### src/rtl/hc595_pkg.sv
// hc595_pkg: shared types and defaults for the 74HC595 serial display driver.
//   state_e      - controller states (IDLE, SHIFT, LATCH)
//   HC595_WIDTH  - default frame width (segment byte + select byte)
//   HC595_SCLK_DIV - default clk cycles per sh_cp half-period
//   cnt_w()      - minimum counter width able to hold 0..n-1 (at least 1 bit)
package hc595_pkg;

  localparam int unsigned HC595_WIDTH    = 16;
  localparam int unsigned HC595_SCLK_DIV = 4;

  typedef enum logic [1:0] {
    IDLE  = 2'd0,
    SHIFT = 2'd1,
    LATCH = 2'd2
  } state_e;

  function automatic int unsigned cnt_w(input int unsigned n);
    return (n > 1) ? $clog2(n) : 1;
  endfunction

endpackage

### src/rtl/hc595_sclk_gen.sv
// hc595_sclk_gen: half-period tick generator for the 74HC595 shift clock.
//   clk    - clock
//   rst    - asynchronous active-high reset
//   clr    - synchronous clear; holds the divider at zero (asserted in IDLE)
//   tick_c - combinational tick, high on the last cycle of each half-period
module hc595_sclk_gen
  import hc595_pkg::*;
#(
  parameter int unsigned SCLK_DIV = HC595_SCLK_DIV
) (
  input  logic clk,
  input  logic rst,
  input  logic clr,
  output logic tick_c
);

  localparam int unsigned CW   = cnt_w(SCLK_DIV);
  localparam logic [CW-1:0] TERM = CW'(SCLK_DIV - 1);

  logic [CW-1:0] cnt;

  assign tick_c = (cnt == TERM);

  // Counts 0..SCLK_DIV-1 and wraps on the terminal count.
  always_ff @(posedge clk or posedge rst) begin
    if (rst) begin
      cnt <= '0;
    end else if (clr || tick_c) begin
      cnt <= '0;
    end else begin
      cnt <= cnt + CW'(1);
    end
  end

endmodule

### src/rtl/hc595_ctrl.sv
// hc595_ctrl: serialises one WIDTH-bit frame into two cascaded 74HC595s,
// MSB first, then pulses the storage latch.
//   clk   - clock (rising edge)
//   rst   - asynchronous active-high reset
//   start - frame request, sampled only in IDLE
//   data  - frame {seg, sel}, captured on the accept edge
//   busy  - frame in progress
//   done  - one-cycle pulse when the frame has been latched
//   ds    - serial data to DS
//   sh_cp - shift clock to SH_CP
//   st_cp - storage clock to ST_CP
//   oe_n  - output enable to OE (only with HC595_OE_EN defined); held high
//           until the first latched frame so power-up garbage stays blanked
module hc595_ctrl
  import hc595_pkg::*;
#(
  parameter int unsigned WIDTH    = HC595_WIDTH,
  parameter int unsigned SCLK_DIV = HC595_SCLK_DIV
) (
  input  logic             clk,
  input  logic             rst,
  input  logic             start,
  input  logic [WIDTH-1:0] data,
  output logic             busy,
  output logic             done,
  output logic             ds,
  output logic             sh_cp,
`ifdef HC595_OE_EN
  output logic             oe_n,
`endif
  output logic             st_cp
);

  localparam int unsigned BW = cnt_w(WIDTH);
  localparam logic [BW-1:0] LAST_BIT = BW'(WIDTH - 1);

  state_e           state;
  logic [WIDTH-1:0] shreg;
  logic [WIDTH-1:0] shreg_nxt;
  logic [BW-1:0]    bit_cnt;
  logic             tick_c;

  assign shreg_nxt = shreg << 1;

  // Divider is parked at zero in IDLE so every frame starts phase-aligned.
  hc595_sclk_gen #(
    .SCLK_DIV(SCLK_DIV)
  ) u_sclk_gen (
    .clk   (clk),
    .rst   (rst),
    .clr   (state == IDLE),
    .tick_c(tick_c)
  );

  // Control FSM with registered outputs.
  always_ff @(posedge clk or posedge rst) begin
    if (rst) begin
      state   <= IDLE;
      shreg   <= '0;
      bit_cnt <= '0;
      busy    <= 1'b0;
      done    <= 1'b0;
      ds      <= 1'b0;
      sh_cp   <= 1'b0;
      st_cp   <= 1'b0;
`ifdef HC595_OE_EN
      oe_n    <= 1'b1;
`endif
    end else begin
      done <= 1'b0;
      case (state)
        IDLE: begin
          if (start) begin
            state   <= SHIFT;
            shreg   <= data;
            bit_cnt <= '0;
            busy    <= 1'b1;
            sh_cp   <= 1'b0;
            ds      <= data[WIDTH-1];
          end
        end
        SHIFT: begin
          if (tick_c) begin
            if (!sh_cp) begin
              sh_cp <= 1'b1;
            end else begin
              // Falling sh_cp edge: the only place ds is allowed to move.
              sh_cp <= 1'b0;
              if (bit_cnt == LAST_BIT) begin
                state   <= LATCH;
                bit_cnt <= '0;
                ds      <= 1'b0;
                st_cp   <= 1'b1;
              end else begin
                bit_cnt <= bit_cnt + BW'(1);
                shreg   <= shreg_nxt;
                ds      <= shreg_nxt[WIDTH-1];
              end
            end
          end
        end
        LATCH: begin
          if (tick_c) begin
            state <= IDLE;
            st_cp <= 1'b0;
            busy  <= 1'b0;
            done  <= 1'b1;
`ifdef HC595_OE_EN
            oe_n  <= 1'b0;
`endif
          end
        end
        default: begin
          state <= IDLE;
        end
      endcase
    end
  end

endmodule

### config.mk
export PLATFORM = sky130hd
export DESIGN_NAME = hc595_ctrl
export DESIGN_NICKNAME = d
export VERILOG_FILES = /design/src/rtl/hc595_pkg.sv /design/src/rtl/hc595_sclk_gen.sv /design/src/rtl/hc595_ctrl.sv
export SDC_FILE = /design/constraint.sdc
export NUM_CORES = 1
export LEC_CHECK = 0
export ABC_CLOCK_PERIOD_IN_PS = 1820
export CAP_MARGIN = 10
export CORE_ASPECT_RATIO = 1.25
export CORE_MARGIN = 1
export CORE_UTILIZATION = 47
export CTS_CLUSTER_SIZE = 25
export DETAILED_ROUTE_END_ITERATION = 8
export PLACE_DENSITY = 0.79
export SYNTH_ARGS = -nofsm -noshare
export SYNTH_HDL_FRONTEND = slang
export SYNTH_SLANG_ARGS = --single-unit
### constraint.sdc
create_clock -name clk -period 1.82 [get_ports clk]
set_input_delay 0.455 -clock clk [delete_from_list [all_inputs] [get_ports clk]]
set_output_delay 0.455 -clock clk [all_outputs]
set_load 0.03 [all_outputs]
Yosys cells after proc, flatten, opt, wreduce, memory -nomap -nowiden
Index checks and enable logic that the tools add are counted.

Add/sub/neg operators: 2. Multiplexer cells: 35. Reductions and logical operators: 11. Equality and inequality tests: 10.

Operator list (count): $mux W15 (4); $pmux W15 S2 (1); $mux W4 (4); $reduce_and A5 Y1 (3); $mux W1 (14); $mux W2 (6); $ne A2 B2 Y1 const B (4); $pmux W1 S2 (4); $pmux W4 S2 (1); $pmux W2 S3 (1); $reduce_and A3 Y1 (2); $reduce_bool A2 Y1 (3); $add A4 B1 Y4 const B (1); $eq A2 B2 Y1 const B (2); $eq A4 B4 Y1 const B (1); $ne A2 B1 Y1 const B (2); $reduce_and A4 Y1 (1); $add A2 B1 Y2 const B (1); $eq A2 B1 Y1 const B (1); $logic_not A2 Y1 (1); $logic_or A1 B1 Y1 (1).

Flip-flop bits (word level): 28. Logic and storage cells: 67.

Longest topological paths before layout
Gate-level depths: netlist (run 1).

Depth after elaboration: 5. Depth in mapped cells: 6.

Hierarchy
Synthesis (run 1) repeated with hierarchy kept, for this count alone.

Cell total of the unflattened synthesis: 116. Area total of the unflattened synthesis: 1432.6 µm².

Modules (own cells, without submodules): hc595_ctrl (instances 1, sequential area each 650.6 µm², area an instance 1343.8 µm², cells each 110); hc595_sclk_gen (instances 1, sequential area each 50.0 µm², area an instance 88.8 µm², cells each 6).

Worst setup path before layout (run 1)
Ideal clock, no wire load.

Path type: reg2reg. From: reg u_sclk_gen.cnt[0]. To: reg shreg[10]. Stages on the path, launching flop included: 7. Clock period less this slack: 1891 ps. Path buffers: 2. Arrival: 1766 ps. Slack: -71 ps. Cell sequence: dfrtp_1 -> ha_1 -> clkbuf_1 -> nand4b_1 -> a22oi_4 -> buf_12 -> mux2_4.

Cells in the longest elaborated chain, start to end: 3.

Ends and longest elaborated chain: start, declared (line hc595_sclk_gen.sv:20) `logic [CW-1:0] cnt;`; start signal, assigned (line hc595_sclk_gen.sv:31) `cnt <= cnt + CW'(1);`; $eq A2 B2 Y1 (line hc595_sclk_gen.sv:22) `assign tick_c = (cnt == TERM);`; $ne A2 B1 Y1 (no line); $reduce_and A5 Y1 (no line); end signal, assigned (line hc595_ctrl.sv:75) `shreg <= data;`; end signal, assigned (line hc595_ctrl.sv:96) `shreg <= shreg_nxt;`; end, declared (line hc595_ctrl.sv:38) `logic [WIDTH-1:0] shreg;`.

Every way passes these cells. A chain may end at the register's enable or synchronous reset.

Worst setup path after layout (run 1)
From: reg bit_cnt[0]. To: reg shreg[6].

Cells in the longest elaborated chain, start to end: 3.

Ends and longest elaborated chain: start, declared (line hc595_ctrl.sv:40) `logic [BW-1:0] bit_cnt;`; start signal, assigned (line hc595_ctrl.sv:95) `bit_cnt <= bit_cnt + BW'(1);`; $eq A4 B4 Y1 (line hc595_ctrl.sv:89) `if (bit_cnt == LAST_BIT) begin`; $ne A2 B2 Y1 (no line); $reduce_and A5 Y1 (no line).

Every way passes these cells.

==> impl_metrics.csv, run 1 <==
group,metric,value,unit
run_status,outcome,"finished, final reports clean",
placement,gp_congestion,0.737,
timing,fin_crit_sh,0.934,
route,avgRoutedWirePerCell,13.4,um
critical_path,worst-path-max-fanout,15,
global_route,grt_overflow,0,
floorplanning,ios,24,
floorplanning,initial_core_util,0.488,
floorplanning,die_w,51.3,um
finish,antenna-diode-count,0,
timing,grt_setup_unrepaired,"false",
hold_path,min_path_type,"flop to flop",
run,maxCapViolCount,0,
timing,min_period,1.70,ns
route,drcViolationCount,0,
finish,layout-drive-gt1-share,0.333,
critical_path,critical_path_required,2.05,ns
yosys,yosys.area.top_type,"dfrtp_1",
global_route,grt_start_max_net_pins,29,
yosys,ys_ff_latch,28,
yosys,synthArstFlopShare,1.00,
cts,post-cts-setup-buffers,0,
power,leakage,0.846,nW
timing,fin_worst_skew,0.00313,ns
cts,clock_latency,0.32,ns
cts,cts_max_level,1,
placement,port-buffer-count,23,
yosys,synth_common_cells,"dfrtp_1, mux2_2, mux2_4",
critical_path,reg2reg_to,"shreg[6]",
critical_path,r2r_slack,0.12,ns
timing,setup_viol,0,
yosys,synth_cell_types,29,
cts,cts_tree,"done",
critical_path,path_class,"flop to flop",
yosys,synth_ff_type,"dfrtp_1",
critical_path,cp-end-kind,"flop",
global_route,antenna_found_initial,0,
yosys,yosysTopAreaCellShare,0.492,
finish,nFillCells,264,
finish,multiInputGateArea,643,um2
yosys,syn-instance-count,111,
critical_path,startpoint_type,"flop",
yosys,yosysMostFrequentCell,"dfrtp_1",
critical_path,crit_path_max_incr_delay,0.45,ns
route,dr.first_iter.drc_count,21,
floorplanning,dieHeight,63.6,um
yosys,synth_area_leaders,"dfrtp_1, mux2_2, mux2_4, inv_1, nand2_1",
cts,clk_path_buf_depth,2,
cts,numCtsBuffers,3,
global_route,grt_first_pass_wirelength,4170,um
finish,design_area,1770,um2
hold_path,whs_endpoint,"u_sclk_gen.cnt[0]",
global_route,track_usage,0.167,
finish,areaGrowthSynthToFinish,23.9,%
critical_path,reg2reg_depth,5,
yosys,avgSynthCellArea,12.8,um2
route,dr.pass1.iters,4,
timing,timing.slew.headroom,0.771,
timing,fmax,588,MHz
hold_path,holdPathStages,1,
route,via_count,928,
cts,clkTransAtPathRegs,0.15,ns
yosys,yosys_warnings,0,
yosys,syn-cell-area,1430,um2
placement,post-dp-hpwl,1740,um
route,via_per_inst,5.24,
floorplanning,row_count,22,
cts,cts.sink_count,28,
route,ant_nets,0,
power,power.density,1420,nW/um2
global_route,grt_pass1_vias,1000,
timing,setup_tns,0,ns
cts,cts-root-buf,"clkbuf_4",
critical_path,slowest_stage,"dfrtp_1",
hold_path,hold_start,"u_sclk_gen.cnt[0]",
critical_path,worstReg2RegStart,"bit_cnt[0]",
timing,tightest_slew,0.344,ns
yosys,syn_nets,132,
floorplanning,dieArea,3260,um2
floorplanning,coreArea,2920,um2
yosys,synth_edf_count,0,
finish,utilization,0.605,
timing,drv_slew,0,
route,drt_wl_total,2380,um
finish,register_area,701,um2
critical_path,path_cells,"ha_1 > and3_1 > a22oi_4 > buf_12 > mux2_2",
timing,hold_viol_final,0,
yosys,ys_seq_area_frac,0.492,
critical_path,worstPathArrival,1.93,ns
finish,fin_nets,163,
power,vdd_drop_max,696,uV
placement,place_area,1730,um2
## worst max path at each step
stage / slack, ns / end / start
6_report: 0.12 / shreg[6] / bit_cnt[0]
2_1_floorplan: -0.02 / shreg[10] / u_sclk_gen.cnt[0]
3_5_place_dp: -0.39 / shreg[6] / start
5_1_grt: 0.07 / shreg[6] / bit_cnt[0]
3_3_place_gp: -0.36 / shreg[7] / start
4_1_cts: 0.02 / done / done
## routing by layer
layer | track usage | routed length, um | part of all wire
met5 | 0 | 0 | 0
met4 | 0.0541 | 13 | 0.0055
met3 | 0.0217 | 81 | 0.034
met2 | 0.298 | 1190 | 0.50
met1 | 0.204 | 1090 | 0.46
## kinds of logic (layout without fill, tap and decap cells)
group                      after synthesis  after routing  synth area share
buffers and inverters                   14             44            0.0588
adders and majority gates                2              2            0.0176
muxes                                   32             32             0.276
AOI/OAI and AO/OA                       12             12            0.0702
DFF                                     28             28             0.492
and+or+nand+nor                         23             23            0.0860
## per-stage QoR
| step | total power, mW | setup WS [ns] | instances | hold WS [ns] |
|---|---|---|---|---|
| finish | 2.50 | 0.119 | 177 | 0.448 |
| global route | 2.68 | 0.0682 | 177 | 0.472 |
| CTS | 2.52 | 0.0196 | 177 | 0.456 |
| detailed placement | 2.25 | -0.391 | 173 | 0.437 |
| global placement | 2.19 | -0.357 | 173 | 0.428 |
| floorplan | 1.94 | -0.0250 | 111 | 0.415 |
## power breakdown
part / internal (mW) / switching, mW / total [mW] / leakage [nW]
sequential: 0.829 / 0.129 / 0.958 / 0.352
clock: 0.122 / 0.177 / 0.299 / 0.0210
combinational: 0.722 / 0.525 / 1.25 / 0.473
total: 1.67 / 0.831 / 2.50 / 0.846
## registers in the layout, summed over array words and instances (netlist names)
signal / count
shreg: 15
ds: 1
done: 1
u_sclk_gen.cnt: 2
sh_cp: 1
state: 2
busy: 1
st_cp: 1
bit_cnt: 4
## what timing repair did
action / 4_1_cts / 5_1_grt
gates resized for setup: 6 / 1
setup endpoints to repair: 10 / 1
hold buffers: 0 / 0
gates cloned: 0 / 0
## final cells by class
cell class,count,share of cell area
repair buffers,33,0.178
flip-flops and latches,28,0.397
inverters,7,0.0149
multi-input cells,69,0.364
clock buffers,4,0.0206
well taps,36,0.0255
## cell usage in the layout (no fill, tap or decap), types with 2 or more instances in the layout
cell and count:
nor2_1 4, clkdlybuf4s50_1 17, o22ai_1 3, ha_1 2, nand2b_1 2, dfrtp_1 28
dlygate4sd2_1 5, nor3_1 2, nand3b_1 2, clkbuf_4 3, inv_1 7, mux2_2 22
and3_1 2, mux2_4 9, buf_4 9, nand2_1 7
## worst max-delay path, delay by kind of cell (launching register included)
kind            cells  cell delay, ns
compound gates      1            0.15
fa+ha+maj           1            0.25
buf+inv             1            0.18
flops               1            0.45
mux                 1            0.34
simple gates        1            0.23
No activity file was read; power rests on OpenSTA's default activity.
==> inputs of run 2 (changes only) <==
--- a/config.mk
+++ b/config.mk
@@ -9,10 +9,11 @@
 export CAP_MARGIN = 10
 export CORE_ASPECT_RATIO = 1.25
 export CORE_MARGIN = 1
-export CORE_UTILIZATION = 47
+export CORE_UTILIZATION = 49
+export CTS_BUF_LIST = sky130_fd_sc_hd__clkbuf_4 sky130_fd_sc_hd__clkbuf_8
 export CTS_CLUSTER_SIZE = 25
 export DETAILED_ROUTE_END_ITERATION = 8
-export PLACE_DENSITY = 0.79
+export PLACE_DENSITY = 0.81
 export SYNTH_ARGS = -nofsm -noshare
 export SYNTH_HDL_FRONTEND = slang
 export SYNTH_SLANG_ARGS = --single-unit
==> run 2 against run 1 <==
- register-to-register slack got worse by 0.09 ns
- highest routed layer unchanged
- clock skew increased by 0.00052 ns
- largest power group unchanged
- design area increased by 3.7%
- maximum frequency decreased by 5.1%
- utilization increased by 6.5 points
- non-clock buffer count increased by 3
- combinational power increased by 14%
- final cell count increased by 0.56%
==> impl_metrics.csv, run 2 (synthesis results as in run 1) <==
group,metric,value,unit
run_status,outcome,"finished, final reports clean",
hold_path,min_path_type,"flop to flop",
finish,instances_no_fill,178,
cts,cts_tree,"done",
cts,cts-root-buf,"clkbuf_4",
timing,timing.slew.headroom,0.765,
finish,areaGrowthSynthToFinish,28.4,%
power,p_switching,884,uW
placement,dp.cells,172,
power,vdd_drop_max,820,uV
critical_path,worstPathArrival,2.02,ns
floorplanning,row_count,21,
critical_path,path_class,"flop to flop",
run,maxCapViolCount,0,
finish,layout_commonest_cell,"dfrtp_1",
critical_path,cp-end-kind,"flop",
finish,utilization,0.670,
floorplanning,initial_core_util,0.522,
hold_path,holdPathStages,1,
critical_path,worstReg2RegStart,"state[1]",
placement,post-dp-hpwl,1850,um
global_route,grt_overflow,0,
route,via_per_inst,5.40,
timing,fmax,558,MHz
cts,numCtsBuffers,3,
power,swShare,0.328,
timing,drv_slew,0,
placement,port-buffer-count,23,
timing,fin_crit_sh,0.985,
cts,cts_max_level,1,
finish,largest_register,"shreg",
placement,place_area,1750,um2
power,leakage,0.877,nW
finish,nFillCells,217,
route,via_count,961,
placement,gp_congestion,0.753,
critical_path,critical_path_required,2.05,ns
cts,ctsHoldBuffers,0,
timing,setup_tns,0,ns
timing,grt_setup_unrepaired,"false",
critical_path,reg2reg_to,"shreg[2]",
global_route,grt_first_pass_wirelength,4700,um
finish,largest_register_ffs,15,
power,power.density,1470,nW/um2
power,power.share.combinational,0.532,
critical_path,startpoint,"state[1]",
cts,clk_path_buf_depth,2,
critical_path,slowest_stage,"dfrtp_1",
timing,tightest_slew,0.353,ns
critical_path,crit_buf_inv,1,
timing,fin_worst_skew,0.00366,ns
critical_path,startpoint_type,"flop",
route,ant_nets,0,
power,seq_power_share,0.355,
finish,design_area,1830,um2
global_route,antenna_found_initial,0,
cts,clock_latency,0.32,ns
route,avgRoutedWirePerCell,14.9,um
route,drt_wl_total,2650,um
finish,antenna-diode-count,0,
finish,fin_nets,166,
critical_path,crit_path_max_incr_delay,0.47,ns
global_route,grt_pass1_vias,1090,
critical_path,reg2reg_depth,4,
timing,hold_viol_final,0,
floorplanning,die_w,50.2,um
global_route,grt_start_max_net_pins,29,
floorplanning,dieArea,3130,um2
floorplanning,dieHeight,62.3,um
floorplanning,coreArea,2730,um2
route,dr.first_iter.drc_count,27,
finish,layout_common_cells,"dfrtp_1, mux2_2, clkdlybuf4s50_1, mux2_4, buf_4",
hold_path,whs_endpoint,"u_sclk_gen.cnt[0]",
floorplanning,ios,24,
power,p_int,1.81,mW
critical_path,critPathTopFamily,"flip-flops",
timing,setup_viol,0,
critical_path,r2r_slack,0.03,ns
timing,min_period,1.79,ns
route,dr.pass1.iters,4,
finish,top_regs,"shreg x15, bit_cnt x4",
critical_path,crit_cells,4,
hold_path,hold_start,"u_sclk_gen.cnt[0]",
cts,clkTransAtPathRegs,0.15,ns
cts,cts.sink_count,28,
route,drcViolationCount,0,
power,p_clk_frac,0.113,
finish,layout-drive-gt1-share,0.347,
critical_path,path_cells,"or3b_4 > a22oi_4 > bufbuf_16 > mux2_4",
global_route,track_usage,0.198,
critical_path,worst-path-max-fanout,7,
==> run 2: changes by cell type in the layout (fill, tap and decap cells not counted) <==
cell       delta
mux2_4        +1
buf_6         +1
buf_12        +1
mux2_2        -1
bufbuf_16     +1
==> run 2: through the flow <==
| stage | hold WS [ns] | setup slack [ns] | power [mW] |
|---|---|---|---|
| after global placement | 0.426 | -0.348 | 2.24 |
| after detailed placement | 0.437 | -0.389 | 2.30 |
| after floorplan | 0.415 | -0.0250 | 1.94 |
| after CTS | 0.457 | 0.0128 | 2.71 |
| final | 0.449 | 0.0274 | 2.69 |
| after global routing | 0.491 | 0.00575 | 2.87 |
==> run 2: worst max path at each step <==
stage	slack, ns	endpoint
after floorplan	-0.02	shreg[10]
after detailed placement	-0.39	shreg[9]
after global routing	0.006	shreg[2]
after global placement	-0.35	shreg[9]
after CTS	0.01	done
final	0.03	shreg[2]
==> run 2: power groups by stage <==
stage               clock, mW  combinational (mW)  sequential, mW
global route            0.342                1.55           0.981
detailed placement          0                1.34           0.966
floorplan                   0               0.947           0.996
CTS                     0.320                1.44           0.954
global placement            0                1.29           0.954
finish                  0.304                1.43           0.957
==> run 2: area by class of cell <==
type / count / area, um2 / share of cell area
clock buffer: 4 / 36.3 / 0.0198
inverter: 7 / 26.3 / 0.0144
multi-input combinational: 69 / 647 / 0.353
sequential: 28 / 701 / 0.383
tap: 34 / 42.5 / 0.0232
timing repair buffer: 36 / 378 / 0.206
==> run 2: repair_timing <==
item / CTS / global route
pin swaps: 1 / 0
endpoints found under the setup margin: 9 / 1
resized for setup: 8 / 1
setup buffers: 1 / 0
cloned: 1 / 0
==> run 2: layer usage <==
layer,part of all wire,vias up,track usage
met4,0.0094,0,0.0964
li1,-,455,-
met3,0.021,4,0.0245
met1,0.41,479,0.212
met5,0,-,0
met2,0.56,23,0.368
==> inputs of run 3 (changes only) <==
--- a/config.mk
+++ b/config.mk
@@ -13,6 +13,7 @@
 export CTS_BUF_LIST = sky130_fd_sc_hd__clkbuf_4 sky130_fd_sc_hd__clkbuf_8
 export CTS_CLUSTER_SIZE = 25
 export DETAILED_ROUTE_END_ITERATION = 8
+export GPL_TIMING_DRIVEN = 0
 export PLACE_DENSITY = 0.81
 export SYNTH_ARGS = -nofsm -noshare
 export SYNTH_HDL_FRONTEND = slang
==> constraint.sdc (replaced) <==
create_clock -name clk -period 1.82 [get_ports clk]
set_input_delay 0.364 -clock clk [delete_from_list [all_inputs] [get_ports clk]]
set_output_delay 0.364 -clock clk [all_outputs]
set_load 0.03 [all_outputs]
==> run 3 against run 2 <==
- worst hold slack got worse by 0.16 ns
- routed wire length up 4.0%
- sequential power is essentially flat
- count of clock-buffer cells in the layout is the same
- register-to-register slack better by 0.03 ns
- design area increased by 1.8%
- clock power is essentially flat
- combinational power about the same
- clock skew increased by 0.0065 ns
- total power grew 0.77%
- sequential share of layout area is 0.60 points lower
==> impl_metrics.csv, run 3 (synthesis results as in run 1) <==
group,metric,value,unit
run_status,outcome,"finished, final reports clean",
critical_path,worst-path-max-fanout,4,
cts,cts_max_level,1,
finish,largest_register_ffs,15,
floorplanning,die_w,50.2,um
finish,areaGrowthSynthToFinish,30.7,%
cts,clock_latency,0.33,ns
critical_path,startpoint_type,"flop",
finish,design_area,1860,um2
critical_path,reg2reg_to,"shreg[8]",
power,power,2.72,mW
finish,register_area,702,um2
placement,gp_congestion,0.752,
power,leakage,0.874,nW
route,ant_nets,0,
cts,clkTransAtPathRegs,0.14,ns
global_route,grt_start_max_net_pins,29,
finish,layout_commonest_cell,"dfrtp_1",
global_route,grt_overflow,0,
critical_path,path_class,"flop to flop",
cts,clk_path_buf_depth,2,
route,via_per_inst,5.30,
critical_path,r2r_slack,0.06,ns
route,dr.pass1.iters,4,
cts,numCtsBuffers,3,
placement,place_ws,-0.473,ns
floorplanning,ios,24,
placement,place_area,1700,um2
floorplanning,dieHeight,62.3,um
finish,layout_common_cells,"dfrtp_1, clkdlybuf4s50_1, mux2_2, mux2_4, buf_4",
route,avgRoutedWirePerCell,15.0,um
power,vdd_drop_max,1020,uV
power,power.density,1460,nW/um2
route,via_count,969,
global_route,antenna_found_initial,0,
critical_path,crit_end,"shreg[8]",
timing,hold_viol_final,0,
critical_path,worstPathArrival,1.99,ns
cts,cts.sink_count,28,
timing,hold_slack,0.287,ns
timing,fmax,568,MHz
run,maxCapViolCount,0,
finish,multiInputGateArea,659,um2
timing,drv_slew,0,
route,dr.first_iter.drc_count,41,
finish,nFillCells,209,
placement,port-buffer-count,23,
critical_path,startpoint,"state[0]",
floorplanning,row_count,21,
critical_path,critical_path_required,2.05,ns
global_route,grt_first_pass_wirelength,4970,um
timing,timing.slew.headroom,0.761,
timing,min_period,1.76,ns
floorplanning,initial_core_util,0.522,
timing,grt_setup_unrepaired,"false",
floorplanning,dieArea,3130,um2
finish,instances_no_fill,183,
timing,setup_slack,0.0604,ns
finish,antenna-diode-count,0,
finish,largest_register,"shreg",
route,drt_wl_total,2750,um
timing,fin_crit_sh,0.967,
placement,dp.cells,168,
global_route,track_usage,0.207,
timing,tightest_slew,0.359,ns
placement,post-dp-hpwl,1880,um
hold_path,min_path_type,"input pin to asynchronous set/reset pin",
floorplanning,coreArea,2730,um2
route,drcViolationCount,0,
timing,fin_worst_skew,0.0102,ns
timing,setup_viol,0,
finish,top_regs,"shreg x15, bit_cnt x4",
finish,layout-drive-gt1-share,0.383,
cts,cts_tree,"done",
cts,cts-root-buf,"clkbuf_4",
global_route,grt_pass1_vias,1093,
finish,fin_nets,171,
critical_path,worstReg2RegStart,"state[0]",
critical_path,reg2reg_depth,5,
cts,ctsHoldBuffers,0,
critical_path,cp-end-kind,"flop",
-- run 3: worst min-delay path by stage --
| stage | start | to | slack [ns] | cells past startpoint |
|---|---|---|---|---|
| after CTS | u_sclk_gen.cnt[0] | u_sclk_gen.cnt[0] | 0.46 | 1 |
| after detailed placement | u_sclk_gen.cnt[0] | u_sclk_gen.cnt[0] | 0.44 | 1 |
| after global placement | u_sclk_gen.cnt[0] | u_sclk_gen.cnt[0] | 0.43 | 1 |
| after global routing | rst | shreg[1] | 0.30 | 2 |
| after floorplan | u_sclk_gen.cnt[0] | u_sclk_gen.cnt[0] | 0.41 | 1 |
| final | rst | busy | 0.29 | 2 |
-- run 3: final cells by class --
cell class                      instances  area share
Sequential cell                        28       0.377
Tap cell                               34      0.0228
Clock buffer                            4      0.0195
Buffer                                  4      0.0175
Multi-Input combinational cell         69       0.354
Timing Repair Buffer                   37       0.195
Inverter                                7      0.0141
-- run 3: stage by stage --
step                      utilization  setup TNS (ns)
after floorplan                     -          -0.225
after global placement          0.622           -6.20
after global routing            0.682               0
after CTS                       0.690          -0.659
final                           0.682               0
after detailed placement        0.622           -6.76
-- run 3: worst max-delay path: stages, from the launching register on --
cell     delay (ns)
dfrtp_1        0.40
buf_6          0.12
or3b_4         0.39
a22oi_4        0.27
buf_4          0.16
mux2_2         0.32
-- run 3: metal layers --
layer  wire, um  vias to the layer above  track usage
met5          0                        -            0
li1           -                      469            -
met2       1490                       23        0.352
met3         68                        2       0.0319
met4         10                        0       0.0607
met1       1190                      475        0.265
-- run 3: what timing repair did --
item / 4_1_cts / 5_1_grt
pin swaps: 3 / 2
gates cloned: 1 / 0
setup endpoints to repair: 16 / 15
buffers inserted: 13 / 1
resized for setup: 12 / 9
-- run 3: report_power, final --
part | internal (mW) | leakage, nW | switching [mW]
sequential | 0.829 | 0.350 | 0.126
combinational | 0.850 | 0.503 | 0.602
clock | 0.122 | 0.0210 | 0.185
